`config.mk`:
```
export PLATFORM = sky130hd
export DESIGN_NAME = serial_mult_driver
export DESIGN_NICKNAME = d
export VERILOG_FILES = /design/src/rtl/serial_mult_driver_pkg.sv /design/src/rtl/mult_link_shreg.sv /design/src/rtl/serial_mult_driver.sv
export SDC_FILE = /design/constraint.sdc
export NUM_CORES = 1
export LEC_CHECK = 0
export CORE_MARGIN = 2
export CORE_UTILIZATION = 28
export CTS_CLUSTER_DIAMETER = 150
export CTS_CLUSTER_SIZE = 10
export DETAILED_ROUTE_END_ITERATION = 12
export GPL_ROUTABILITY_DRIVEN = 0
export PLACE_DENSITY_LB_ADDON = 0.05
export REMOVE_ABC_BUFFERS = 1
export SLEW_MARGIN = 20
export SYNTH_ARGS = -nofsm -noshare
export SYNTH_HDL_FRONTEND = slang
export SYNTH_SLANG_ARGS = --single-unit
export TNS_END_PERCENT = 100
```
`constraint.sdc`:
```
create_clock -name clk -period 2.75 [get_ports clk]
set_input_delay 0.55 -clock clk [delete_from_list [all_inputs] [get_ports clk]]
set_output_delay 0.55 -clock clk [all_outputs]
set_load 0.05 [all_outputs]
```
`src/rtl/serial_mult_driver_pkg.sv`:
```
// Shared parameters and FSM encoding for the serial multiplier driver.
package serial_mult_driver_pkg;

  localparam int unsigned XW_DEF      = 11;
  localparam int unsigned YW_DEF      = 12;
  localparam int unsigned ZW_DEF      = 23;
  localparam int unsigned TIMEOUT_DEF = 255;

  typedef enum logic [2:0] {
    IDLE,
    SHIFT,
    WAIT_F,
    MUL,
    RECV,
    DONE
  } state_t;

  function automatic int unsigned max_u(input int unsigned a, input int unsigned b);
    return (a > b) ? a : b;
  endfunction

endpackage

```
`src/rtl/mult_link_shreg.sv`:
```
// Shift register with parallel load, serial MSB-in and LSB-out.
// PW selects how many low-order bits are exposed; q[0] is always the serial output.
module mult_link_shreg #(
  parameter int unsigned W  = 8,
  parameter int unsigned PW = W
) (
  input  logic          clk,
  input  logic          rst,
  input  logic          load,
  input  logic [W-1:0]  load_data,
  input  logic          shift,
  input  logic          serial_in,
  output logic [PW-1:0] q
);

  logic [W-1:0] r;

  always_ff @(posedge clk) begin
    if (rst)        r <= '0;
    else if (load)  r <= load_data;
    else if (shift) r <= {serial_in, r[W-1:1]};
  end

  assign q = r[PW-1:0];

endmodule

```
`src/rtl/serial_mult_driver.sv`:
```
// Drives a bit-serial multiplier: serializes x/y, handshakes, and captures
// the serial product into z_out.
module serial_mult_driver
  import serial_mult_driver_pkg::*;
#(
  parameter int unsigned XW      = XW_DEF,
  parameter int unsigned YW      = YW_DEF,
  parameter int unsigned ZW      = ZW_DEF,
  parameter int unsigned TIMEOUT = TIMEOUT_DEF
) (
  input  logic          clk,
  input  logic          rst,
  input  logic          start,
  input  logic [XW-1:0] x_in,
  input  logic [YW-1:0] y_in,
  output logic          x,
  output logic          sx,
  output logic          y,
  output logic          sy,
  input  logic          fx,
  input  logic          fy,
  output logic          mul,
  input  logic          z_serial,
  input  logic          fz,
  output logic [ZW-1:0] z_out,
  output logic          busy,
  output logic          done,
  output logic          err
);

  localparam int unsigned MAXW = max_u(XW, YW);
  localparam int unsigned CW   = $clog2(max_u(max_u(MAXW, ZW), TIMEOUT) + 1);

  localparam logic [CW-1:0] XW_C    = CW'(XW);
  localparam logic [CW-1:0] YW_C    = CW'(YW);
  localparam logic [CW-1:0] SH_LAST = CW'(MAXW - 1);
  localparam logic [CW-1:0] Z_LAST  = CW'(ZW - 1);
  localparam logic [CW-1:0] TO_LAST = CW'(TIMEOUT - 1);
  localparam logic [CW-1:0] ONE     = CW'(1);

  state_t          state, state_n;
  logic [CW-1:0]   cnt, cnt_n;
  logic            load;
  logic            z_shift;
  logic [ZW-1:0]   z_q;
  logic [ZW-1:0]   z_next;

  logic            sx_d, sy_d, mul_d, busy_d, done_d, err_d;
  logic [ZW-1:0]   z_out_d;

  assign load    = (state == IDLE) && start;
  assign z_shift = fz && ((state == MUL) || (state == RECV));
  assign z_next  = {z_serial, z_q[ZW-1:1]};

  // Operand registers shift out zeros, so their LSB is already 0 outside the valid window.
  mult_link_shreg #(.W(XW), .PW(1)) u_x_shreg (
    .clk       (clk),
    .rst       (rst),
    .load      (load),
    .load_data (x_in),
    .shift     (state == SHIFT),
    .serial_in (1'b0),
    .q         (x)
  );

  mult_link_shreg #(.W(YW), .PW(1)) u_y_shreg (
    .clk       (clk),
    .rst       (rst),
    .load      (load),
    .load_data (y_in),
    .shift     (state == SHIFT),
    .serial_in (1'b0),
    .q         (y)
  );

  mult_link_shreg #(.W(ZW), .PW(ZW)) u_z_shreg (
    .clk       (clk),
    .rst       (rst),
    .load      (load),
    .load_data ('0),
    .shift     (z_shift),
    .serial_in (z_serial),
    .q         (z_q)
  );

  // State and shared bit/timeout counter.
  always_ff @(posedge clk) begin
    if (rst) begin
      state <= IDLE;
      cnt   <= '0;
    end else begin
      state <= state_n;
      cnt   <= cnt_n;
    end
  end

  always_comb begin
    state_n = state;
    cnt_n   = cnt;
    case (state)
      IDLE: begin
        if (start) begin
          state_n = SHIFT;
          cnt_n   = '0;
        end
      end
      SHIFT: begin
        if (cnt == SH_LAST) begin
          state_n = WAIT_F;
          cnt_n   = '0;
        end else begin
          cnt_n = cnt + ONE;
        end
      end
      WAIT_F: begin
        if (fx && fy) begin
          state_n = MUL;
          cnt_n   = '0;
        end else if (cnt == TO_LAST) begin
          state_n = IDLE;
          cnt_n   = '0;
        end else begin
          cnt_n = cnt + ONE;
        end
      end
      MUL: begin
        // First fz-high cycle carries product bit 0.
        if (fz) begin
          state_n = RECV;
          cnt_n   = ONE;
        end else if (cnt == TO_LAST) begin
          state_n = IDLE;
          cnt_n   = '0;
        end else begin
          cnt_n = cnt + ONE;
        end
      end
      RECV: begin
        if (!fz) begin
          state_n = IDLE;
          cnt_n   = '0;
        end else if (cnt == Z_LAST) begin
          state_n = DONE;
          cnt_n   = '0;
        end else begin
          cnt_n = cnt + ONE;
        end
      end
      DONE: begin
        state_n = IDLE;
        cnt_n   = '0;
      end
      default: begin
        state_n = IDLE;
        cnt_n   = '0;
      end
    endcase
  end

  // Next-cycle output values, derived from the upcoming state.
  always_comb begin
    sx_d    = (state_n == SHIFT) && (cnt_n < XW_C);
    sy_d    = (state_n == SHIFT) && (cnt_n < YW_C);
    mul_d   = (state_n == MUL);
    busy_d  = (state_n != IDLE);
    done_d  = (state_n == DONE);
    err_d   = ((state == WAIT_F) || (state == MUL) || (state == RECV)) && (state_n == IDLE);
    z_out_d = z_out;
    if (state_n == DONE) z_out_d = z_next;
  end

  always_ff @(posedge clk) begin
    if (rst) begin
      sx    <= 1'b0;
      sy    <= 1'b0;
      mul   <= 1'b0;
      busy  <= 1'b0;
      done  <= 1'b0;
      err   <= 1'b0;
      z_out <= '0;
    end else begin
      sx    <= sx_d;
      sy    <= sy_d;
      mul   <= mul_d;
      busy  <= busy_d;
      done  <= done_d;
      err   <= err_d;
      z_out <= z_out_d;
    end
  end

endmodule
```
After elaboration in Yosys (flattened, before gate mapping)
Cells that the tools add are included.
{"block": "classes", "addsub": 1, "mux": 20, "shift": 0, "n_lt_le_gt_ge": 2, "eq_ne": 10, "div_mod_pow": 0, "n_mul": 0, "bitwise": 0, "n_reduce_logical": 14}
{"operator": "two-way mux 8 bit", "n": 7}
{"operator": "case mux 8 bit (5 select lines)", "n": 1}
{"operator": "two-way mux 12 bit", "n": 2}
{"operator": "two-way mux 11 bit", "n": 2}
{"operator": "two-way mux 3 bit", "n": 7}
{"operator": "less-than comparator 8 x 4 -> 1 bit, second input constant", "n": 2}
{"operator": "case mux 3 bit (5 select lines)", "n": 1}
{"operator": "equality test 3 x 2 -> 1 bit, second input constant", "n": 3}
{"operator": "adder 8 x 1 -> 8 bit, second input constant", "n": 1}
{"operator": "equality test 8 x 4 -> 1 bit, second input constant", "n": 1}
{"operator": "equality test 8 x 5 -> 1 bit, second input constant", "n": 1}
{"operator": "equality test 8 bit, second input constant", "n": 1}
{"operator": "equality test 3 x 1 -> 1 bit, second input constant", "n": 2}
{"operator": "equality test 3 bit, second input constant", "n": 2}
{"operator": "logical AND 1 bit", "n": 6}
{"operator": "logical NOT 3 bit", "n": 2}
{"operator": "logical OR 1 bit", "n": 3}
{"operator": "nonzero test 3 bit", "n": 1}
{"operator": "nonzero test 2 bit", "n": 1}
{"operator": "OR reduction 2 bit", "n": 1}
{"block": "word_totals", "latchBits": 0, "memories": 0, "register_bits": 86, "inputBits": 30, "wordCells": 59, "mem_bits_rw": 0, "output_inout_bits": 31, "rom_bits": 0}

Logic depth before layout (Yosys ltp)
Gate-level depths: netlist of the first run.
{"block": "logic_depth", "ltp_word": 6, "depth_mapped": 9, "depth_no_buf": 8}

By module
From an unflattened synthesis of the first run, not the netlist that was laid out.
{"block": "hier_totals", "cells_unflattened": 424, "hier_area_um2": 4031.4}
{"mod": "serial_mult_driver", "cells_per_inst": 220, "n_inst": 1, "area_each_um2": 1784.2, "seq_area_each_um2": 800.8}
{"mod": "mult_link_shreg at u_z_shreg", "cells_per_inst": 102, "n_inst": 1, "area_each_um2": 1084.8, "seq_area_each_um2": 460.4}
{"mod": "mult_link_shreg at u_y_shreg", "cells_per_inst": 53, "n_inst": 1, "area_each_um2": 603.1, "seq_area_each_um2": 240.2}
{"mod": "mult_link_shreg at u_x_shreg", "cells_per_inst": 49, "n_inst": 1, "area_each_um2": 559.3, "seq_area_each_um2": 220.2}

Worst setup path before layout of the first run
No wires, ideal clock.
{"block": "synth_path", "path_type": "reg2reg", "startpoint": "register cnt[0]", "endpoint": "register sx", "path_buffers": 1, "setup_time_ps": 120, "required_time_ps": 2630, "period_less_slack_ps": 2020, "path_stages_with_launch": 10, "slack_ps": 730, "arrival_time_ps": 1900, "path_cell_list": "dfxtp_1 -> inv_1 -> ha_1 -> and4b_1 -> and3_1 -> buf_2 -> a2111oi_2 -> or2_4 -> nor4_4 -> o31a_1"}
{"block": "synth_between", "elab_chain_cells": 6, "word_cells_on_any_way": 22, "classes_between": "1 x add/sub; 1 x order compare; 4 x eq/ne; 15 x mux; 1 x reduce/logical"}
{"item": "from (decl)", "line": "serial_mult_driver.sv:42", "rtl": "logic [CW-1:0] cnt, cnt_n;"}
{"item": "from (signal assigned)", "line": "serial_mult_driver.sv:93", "rtl": "cnt <= cnt_n;"}
{"item": "adder 8 x 1 -> 8 bit (tied with other cells)"}
{"item": "two-way mux 8 bit (tied with other cells)", "line": "serial_mult_driver.sv:142", "rtl": "end else if (cnt == Z_LAST) begin"}
{"item": "two-way mux 8 bit (tied with other cells)", "line": "serial_mult_driver.sv:139", "rtl": "if (!fz) begin"}
{"item": "case mux 8 bit (5 select lines) / case mux 3 bit (5 select lines) (equally long branches)", "line": "serial_mult_driver.sv:100", "rtl": "case (state)"}
{"item": "less-than comparator 8 x 4 -> 1 bit / equality test 3 x 1 -> 1 bit (equally long branches)", "line": "serial_mult_driver.sv:162", "rtl": "sx_d = (state_n == SHIFT) && (cnt_n < XW_C);"}
{"item": "logical AND 1 bit (*)", "line": "serial_mult_driver.sv:162"}
{"item": "to (signal assigned)", "line": "serial_mult_driver.sv:174", "rtl": "sx <= 1'b0;"}
{"item": "to (signal assigned)", "line": "serial_mult_driver.sv:182", "rtl": "sx <= sx_d;"}
{"item": "to (decl)", "line": "serial_mult_driver.sv:17", "rtl": "output logic sx,"}
Mark *: on every way between the ends. The rest lies on a longest branch, timed or not.
A chain may end at the register's enable or synchronous reset.

Worst setup path after layout of the first run
{"block": "layout_path", "startpoint": "register state[0]", "endpoint": "register cnt[4]"}
{"block": "layout_between", "elab_chain_cells": 2, "word_cells_on_any_way": 6, "classes_between": "4 x eq/ne; 1 x mux; 1 x reduce/logical"}
{"item": "from (decl)", "line": "serial_mult_driver.sv:41", "rtl": "state_t state, state_n;"}
{"item": "from (signal assigned)", "line": "serial_mult_driver.sv:92", "rtl": "state <= state_n;"}
{"item": "equality test 3 bit (tied with other cells)", "line": "serial_mult_driver.sv:100"}
{"item": "case mux 8 bit (5 select lines) (*)", "line": "serial_mult_driver.sv:100"}
Marks and branches as above.

==> results of run 1 <==
## layer usage
| metal | GRT usage | vias up | routed length (um) |
|---|---|---|---|
| met2 | 0.197 | 57 | 3730 |
| met4 | 0.0500 | 0 | 113 |
| met3 | 0.0503 | 9 | 440 |
| met1 | 0.196 | 1362 | 4570 |
| met5 | 0 | - | 0 |
| li1 | - | 1501 | - |
## worst max path at each step
stage / startpoint / endpoint
2_1_floorplan: state[0] / sx
3_3_place_gp: fx / sx
3_5_place_dp: fz / sx
4_1_cts: state[0] / cnt[4]
5_1_grt: state[0] / cnt[4]
6_report: state[0] / cnt[4]
## synthesized netlist by cell type, types with 2 or more instances
cell type / number
mux2i_1: 22
nor2_1: 41
a21o_1: 3
nand2b_1: 3
nor2b_1: 3
a31oi_1: 3
a311oi_1: 2
and3_1: 4
a221oi_2: 2
buf_6: 3
dfxtp_1: 85
clkbuf_1: 18
inv_1: 3
ha_1: 2
a22oi_1: 24
buf_4: 2
buf_2: 5
nand3_1: 6
o21ai_0: 4
nor3b_1: 2
nand2_1: 75
o21ai_1: 3
a21oi_1: 52
## logic make-up after synthesis
family / count (synthesis) / share of synthesized area
and+or+nand+nor: 152 / 0.212
AOI/OAI and AO/OA: 103 / 0.189
DFF: 85 / 0.483
buffers and inverters: 32 / 0.0447
muxes: 22 / 0.0625
adders and majority gates: 2 / 0.00710
xor gates and xnor gates: 1 / 0.00249
## area by class of cell
cell class	instances	area, um^2
sequential	85	1700
timing repair buffer	76	716
multi-input combinational	280	1670
clock inverter	3	18.8
clock buffer	13	260
fill	1273	7580
inverter	3	11.3
tap	168	210
## tightest hold or removal path, cell delays in order (launching register included)
cell,delay [ns]
dfxtp_1,0.31
nand2_1,0.05
a21oi_1,0.05
## power by group through the flow
stage	combinational [mW]	clock, mW	sequential (mW)
5_1_grt	0.256	1.26	1.28
2_1_floorplan	0.0965	0	1.32
4_1_cts	0.236	1.20	1.28
6_report	0.233	1.16	1.28
3_5_place_dp	0.235	0	1.31
3_3_place_gp	0.236	0	1.31
## registers in the layout, summed over array words and instances, names as in the netlist
register     flops
busy             1
u_y_shreg.r     12
done             1
cnt              8
sy               1
err              1
state            3
z_out           23
u_z_shreg.q     22
u_x_shreg.r     11
sx               1
mul              1
==> results.sh, run 1 <==
export IMPL_fin_util=0.377
export IMPL_clock_latency_ns=0.35
export IMPL_drt_total_wl_um=8850
export IMPL_r2r_start="state[0]"
export IMPL_hpwl_um=5840
export IMPL_synth_area_mm2=0.00352
export IMPL_crit_family="simple AND/OR/NAND/NOR gates"
export IMPL_min_path_type="register to register"
export IMPL_dp_cells=612
export IMPL_cts_buffers=9
export IMPL_ir_worst_vdd_uv=265
export IMPL_worst_ep_required_time_ns=3.02
export IMPL_cts_tree="done"
export IMPL_synth_edff_count=0
export IMPL_p_sw_uw=639
export IMPL_end_kind="register"
export IMPL_area_delta_synth_final_pct=30.0
export IMPL_slew_violations=0
export IMPL_fin_area_mm2=0.00458
export IMPL_crit_path_top_delay_cell="dfxtp_1"
export IMPL_clockPowerShare=0.433
export IMPL_num_rows=40
export IMPL_port_buffers=60
export IMPL_num_antenna_cells=0
export IMPL_final_cell_mix="85 x dfxtp_1, 75 x nand2_1, 59 x clkdlybuf4s50_1, 52 x a21oi_1, 41 x nor2_1"
export IMPL_ys_seq_elements=85
export IMPL_routed_via_density=4.66
export IMPL_r2r_slack_ns=0.56
export IMPL_fin_cells=628
export IMPL_layout_commonest_cell="dfxtp_1"
export IMPL_tightest_slew_ns=0.812
export IMPL_core_region_area_mm2=0.0122
export IMPL_r2r_end="cnt[4]"
export IMPL_whs_ns=0.451
export IMPL_first_pass_iters=4
export IMPL_num_nets_final=487
export IMPL_first_iter_violations=160
export IMPL_dominantRegCellSynth="dfxtp_1"
export IMPL_whs_path_depth=2
export IMPL_powerDensity_mw_per_mm2=582
export IMPL_yosysSeqAreaShare=0.483
export IMPL_yosysTopAreaCell="dfxtp_1"
export IMPL_p_total_mw=2.67
export IMPL_grt_pass1_wl_um=14500
export IMPL_critPathBufInv=1
export IMPL_slowest_delay_ns=0.62
export IMPL_cp_cell_sequence="nor3b_2 -> a21boi_2 -> a221oi_2 -> buf_4 -> or4b_1 -> a21oi_1"
export IMPL_vias=2929
export IMPL_cp_max_fo=13
export IMPL_avgSynthCellArea_um2=8.88
export IMPL_drc=0
export IMPL_setup_ws_ns=0.556
export IMPL_cts_resized=0
export IMPL_tns_ns=0
export IMPL_ant_nets=0
export IMPL_ff2ff_path_depth=6
export IMPL_p_leak_nw=1.74
export IMPL_fin_crit_ns=2.19
export IMPL_outcome="completed"
export IMPL_grt_overflow_total=0
export IMPL_combPwrFrac=0.087
export IMPL_hp_start="u_y_shreg.r[10]"
export IMPL_cp_arrival_ns=2.47
export IMPL_max_slew_margin=0.457
export IMPL_wl_per_cell_um=14.1
export IMPL_hold_viol_final=0
export IMPL_drive_gt1_frac=0.102
export IMPL_worst_clock_skew_ns=0.00574
export IMPL_grt_max_degree=34
export IMPL_grt_pass1_vias=2832
export IMPL_antenna_found_initial=0
export IMPL_grtUsageTotal=0.140
export IMPL_htreeDepth=3
export IMPL_min_period_over_period=0.798
export IMPL_io_pins=61
export IMPL_synthDominantCellAreaShare=0.483
export IMPL_dp_slack_ns=0.262
export IMPL_synth_cell_types=53
export IMPL_p_int_mw=2.03
export IMPL_die_y_um=116
export IMPL_ys_warn_count=0
export IMPL_clkTransAtPathRegs_ns=0.06
export IMPL_p_seq_frac=0.480
export IMPL_critPathLaunchType="register"
export IMPL_ys_top_cells_by_area="dfxtp_1 48%, nand2_1 8.0%, a21oi_1 7.4%"
export IMPL_crit_type="register to register"
export IMPL_synth_cells=397
export IMPL_max_cap_viol_count=0
export IMPL_cp_depth=6
export IMPL_cts_root_buf="clkbuf_16"
export IMPL_hold_end="u_y_shreg.r[10]"
export IMPL_async_reset_ff_frac=0
export IMPL_cts_setup_buffers=0
export IMPL_rsz0062_at_grt="false"
export IMPL_clock_fmax_ghz=0.456
export IMPL_dieArea_mm2=0.0135
export IMPL_start_util=0.290
export IMPL_postCtsHoldBufs=0
export IMPL_cts_max_path_buffers=2
export IMPL_die_x_um=116
export IMPL_switching_share=0.240
export IMPL_setup_viol=0
export IMPL_dpl_cell_area_mm2=0.00430
export IMPL_clock_sinks=85
Power figures use the tool's default switching activity.
==> run 2, diff against run 1 <==
clock period = 2 ns   (was 2.75 ns; I/O delays follow)
==> results.sh, run 2 (same netlist as run 1, synthesis figures left out) <==
export IMPL_area_delta_synth_final_pct=45.0
export IMPL_tightest_slew_ns=0.517
export IMPL_wl_per_cell_um=13.9
export IMPL_cp_arrival_ns=2.30
export IMPL_end_kind="register"
export IMPL_cp_cell_sequence="clkdlybuf4s50_1 -> and3b_2 -> a211oi_4 -> a221oi_4 -> buf_6 -> buf_6 -> or4b_1 -> a21oi_1"
export IMPL_num_antenna_cells=0
export IMPL_grt_pass1_vias=2982
export IMPL_layout_commonest_cell="dfxtp_1"
export IMPL_top_register="z_out"
export IMPL_p_sw_uw=904
export IMPL_setup_ws_ns=-0.0285
export IMPL_io_pins=61
export IMPL_min_period_over_period=1.01
export IMPL_p_total_mw=3.94
export IMPL_dpl_cell_area_mm2=0.00463
export IMPL_worst_clock_skew_ns=0.00475
export IMPL_clock_fmax_ghz=0.493
export IMPL_dieArea_mm2=0.0135
export IMPL_die_x_um=116
export IMPL_grt_max_degree=26
export IMPL_routed_via_density=4.62
export IMPL_core_region_area_mm2=0.0122
export IMPL_ir_worst_vdd_uv=424
export IMPL_num_nets_final=526
export IMPL_first_pass_iters=4
export IMPL_clock_latency_ns=0.34
export IMPL_combPwrFrac=0.101
export IMPL_fin_crit_ns=2.03
export IMPL_fill_cells=1249
export IMPL_p_seq_frac=0.445
export IMPL_switching_share=0.229
export IMPL_port_buffers=60
export IMPL_crit_top_cell="buf_6"
export IMPL_max_slew_margin=0.654
export IMPL_grtUsageTotal=0.145
export IMPL_cts_max_path_buffers=2
export IMPL_first_iter_violations=152
export IMPL_ant_nets=0
export IMPL_powerDensity_mw_per_mm2=771
export IMPL_crit_path_top_delay_cell="or4b_1"
export IMPL_clock_sinks=85
export IMPL_cp_max_fo=4
export IMPL_die_y_um=116
export IMPL_p_int_mw=3.04
export IMPL_final_cell_mix="82 x dfxtp_1, 74 x nand2_1, 59 x clkdlybuf4s50_1, 50 x a21oi_1, 46 x buf_4"
export IMPL_whs_ns=0.427
export IMPL_p_leak_nw=2.01
export IMPL_clkTransAtPathRegs_ns=0.06
export IMPL_num_rows=40
export IMPL_cts_root_buf="clkbuf_16"
export IMPL_slew_violations=0
export IMPL_drive_gt1_frac=0.202
export IMPL_dp_slack_ns=-0.403
export IMPL_violations="negative setup slack"
export IMPL_min_path_type="primary input to register"
export IMPL_vias=3084
export IMPL_outcome="complete, but fails checks"
export IMPL_rsz0062_at_grt="true"
export IMPL_setup_viol=2
export IMPL_clockPowerShare=0.454
export IMPL_grt_overflow_total=0
export IMPL_worst_ep_required_time_ns=2.27
export IMPL_grt_pass1_wl_um=15100
export IMPL_antenna_found_initial=0
export IMPL_cts_tree="done"
export IMPL_largest_reg_flops=23
export IMPL_slowest_delay_ns=0.45
export IMPL_max_cap_viol_count=0
export IMPL_crit_type="primary input to register"
export IMPL_drt_total_wl_um=9300
export IMPL_cts_buffers=9
export IMPL_critPathLaunchType="primary input"
export IMPL_hpwl_um=6120
export IMPL_postCtsHoldBufs=0
export IMPL_htreeDepth=3
export IMPL_drc=0
export IMPL_hold_viol_final=0
export IMPL_start_util=0.290
export IMPL_fin_area_mm2=0.00511
==> run 2: critical path, delay by kind of cell <==
family	cells	cell delay, ns
buffers and inverters	3	0.66
AOI/OAI and AO/OA	3	0.54
and+or+nand+nor	2	0.71
==> run 2: final timing paths <==
kind | start | endpoint | slack, ns | cells past startpoint
worst min register to register | u_x_shreg.r[0] | u_x_shreg.r[0] | 0.45 | 2
worst max-delay path | fx | cnt[4] | -0.03 | 8
worst min-delay path | rst | state[2] | 0.43 | 2
worst max register to register | cnt[0] | cnt[4] | -0.03 | 9
==> run 2: timing repair <==
item / in CTS / in global routing
gates cloned: 0 / 0
setup endpoints to repair: 5 / 10
resized for setup: 16 / 11
setup buffers: 5 / 0
pin swaps: 8 / 6
==> run 2: cell type report <==
cell class,count,area (um^2),area share
multi-input cells,280,1770,0.347
clock inverters,2,38.8,0.00759
clock buffers,14,284,0.0556
flip-flops and latches,85,1710,0.334
repair buffers,115,1090,0.212
inverters,3,11.3,0.00220
well taps,168,210,0.0411
==> run 2: power by group through the flow <==
stage / Clock, mW / Combinational [mW] / Sequential [mW]
finish: 1.79 / 0.397 / 1.75
global route: 1.93 / 0.431 / 1.76
CTS: 1.85 / 0.393 / 1.76
detailed placement: 0 / 0.378 / 1.79
global placement: 0 / 0.380 / 1.79
floorplan: 0 / 0.133 / 1.82
==> run 2: through the flow <==
| step | std cells | util | setup TNS [ns] |
|---|---|---|---|
| after floorplan | 368 | - | -9.88 |
| after global placement | 647 | 0.381 | -10.92 |
| after detailed placement | 647 | 0.381 | -9.88 |
| after CTS | 668 | 0.416 | -0.0757 |
| after global routing | 667 | 0.420 | -0.243 |
| final | 667 | 0.420 | -0.0412 |
==> run 2: routing by layer <==
metal,GRT usage,wire [um]
met3,0.0441,537
met2,0.213,4110
met4,0.0643,163
met5,0,0
met1,0.198,4490
==> run 3, diff against run 2 <==
CAP_MARGIN = 25   (was not set)
==> results of run 3 <==
The final DEF is identical to that of run 2; final timing and power are the same.
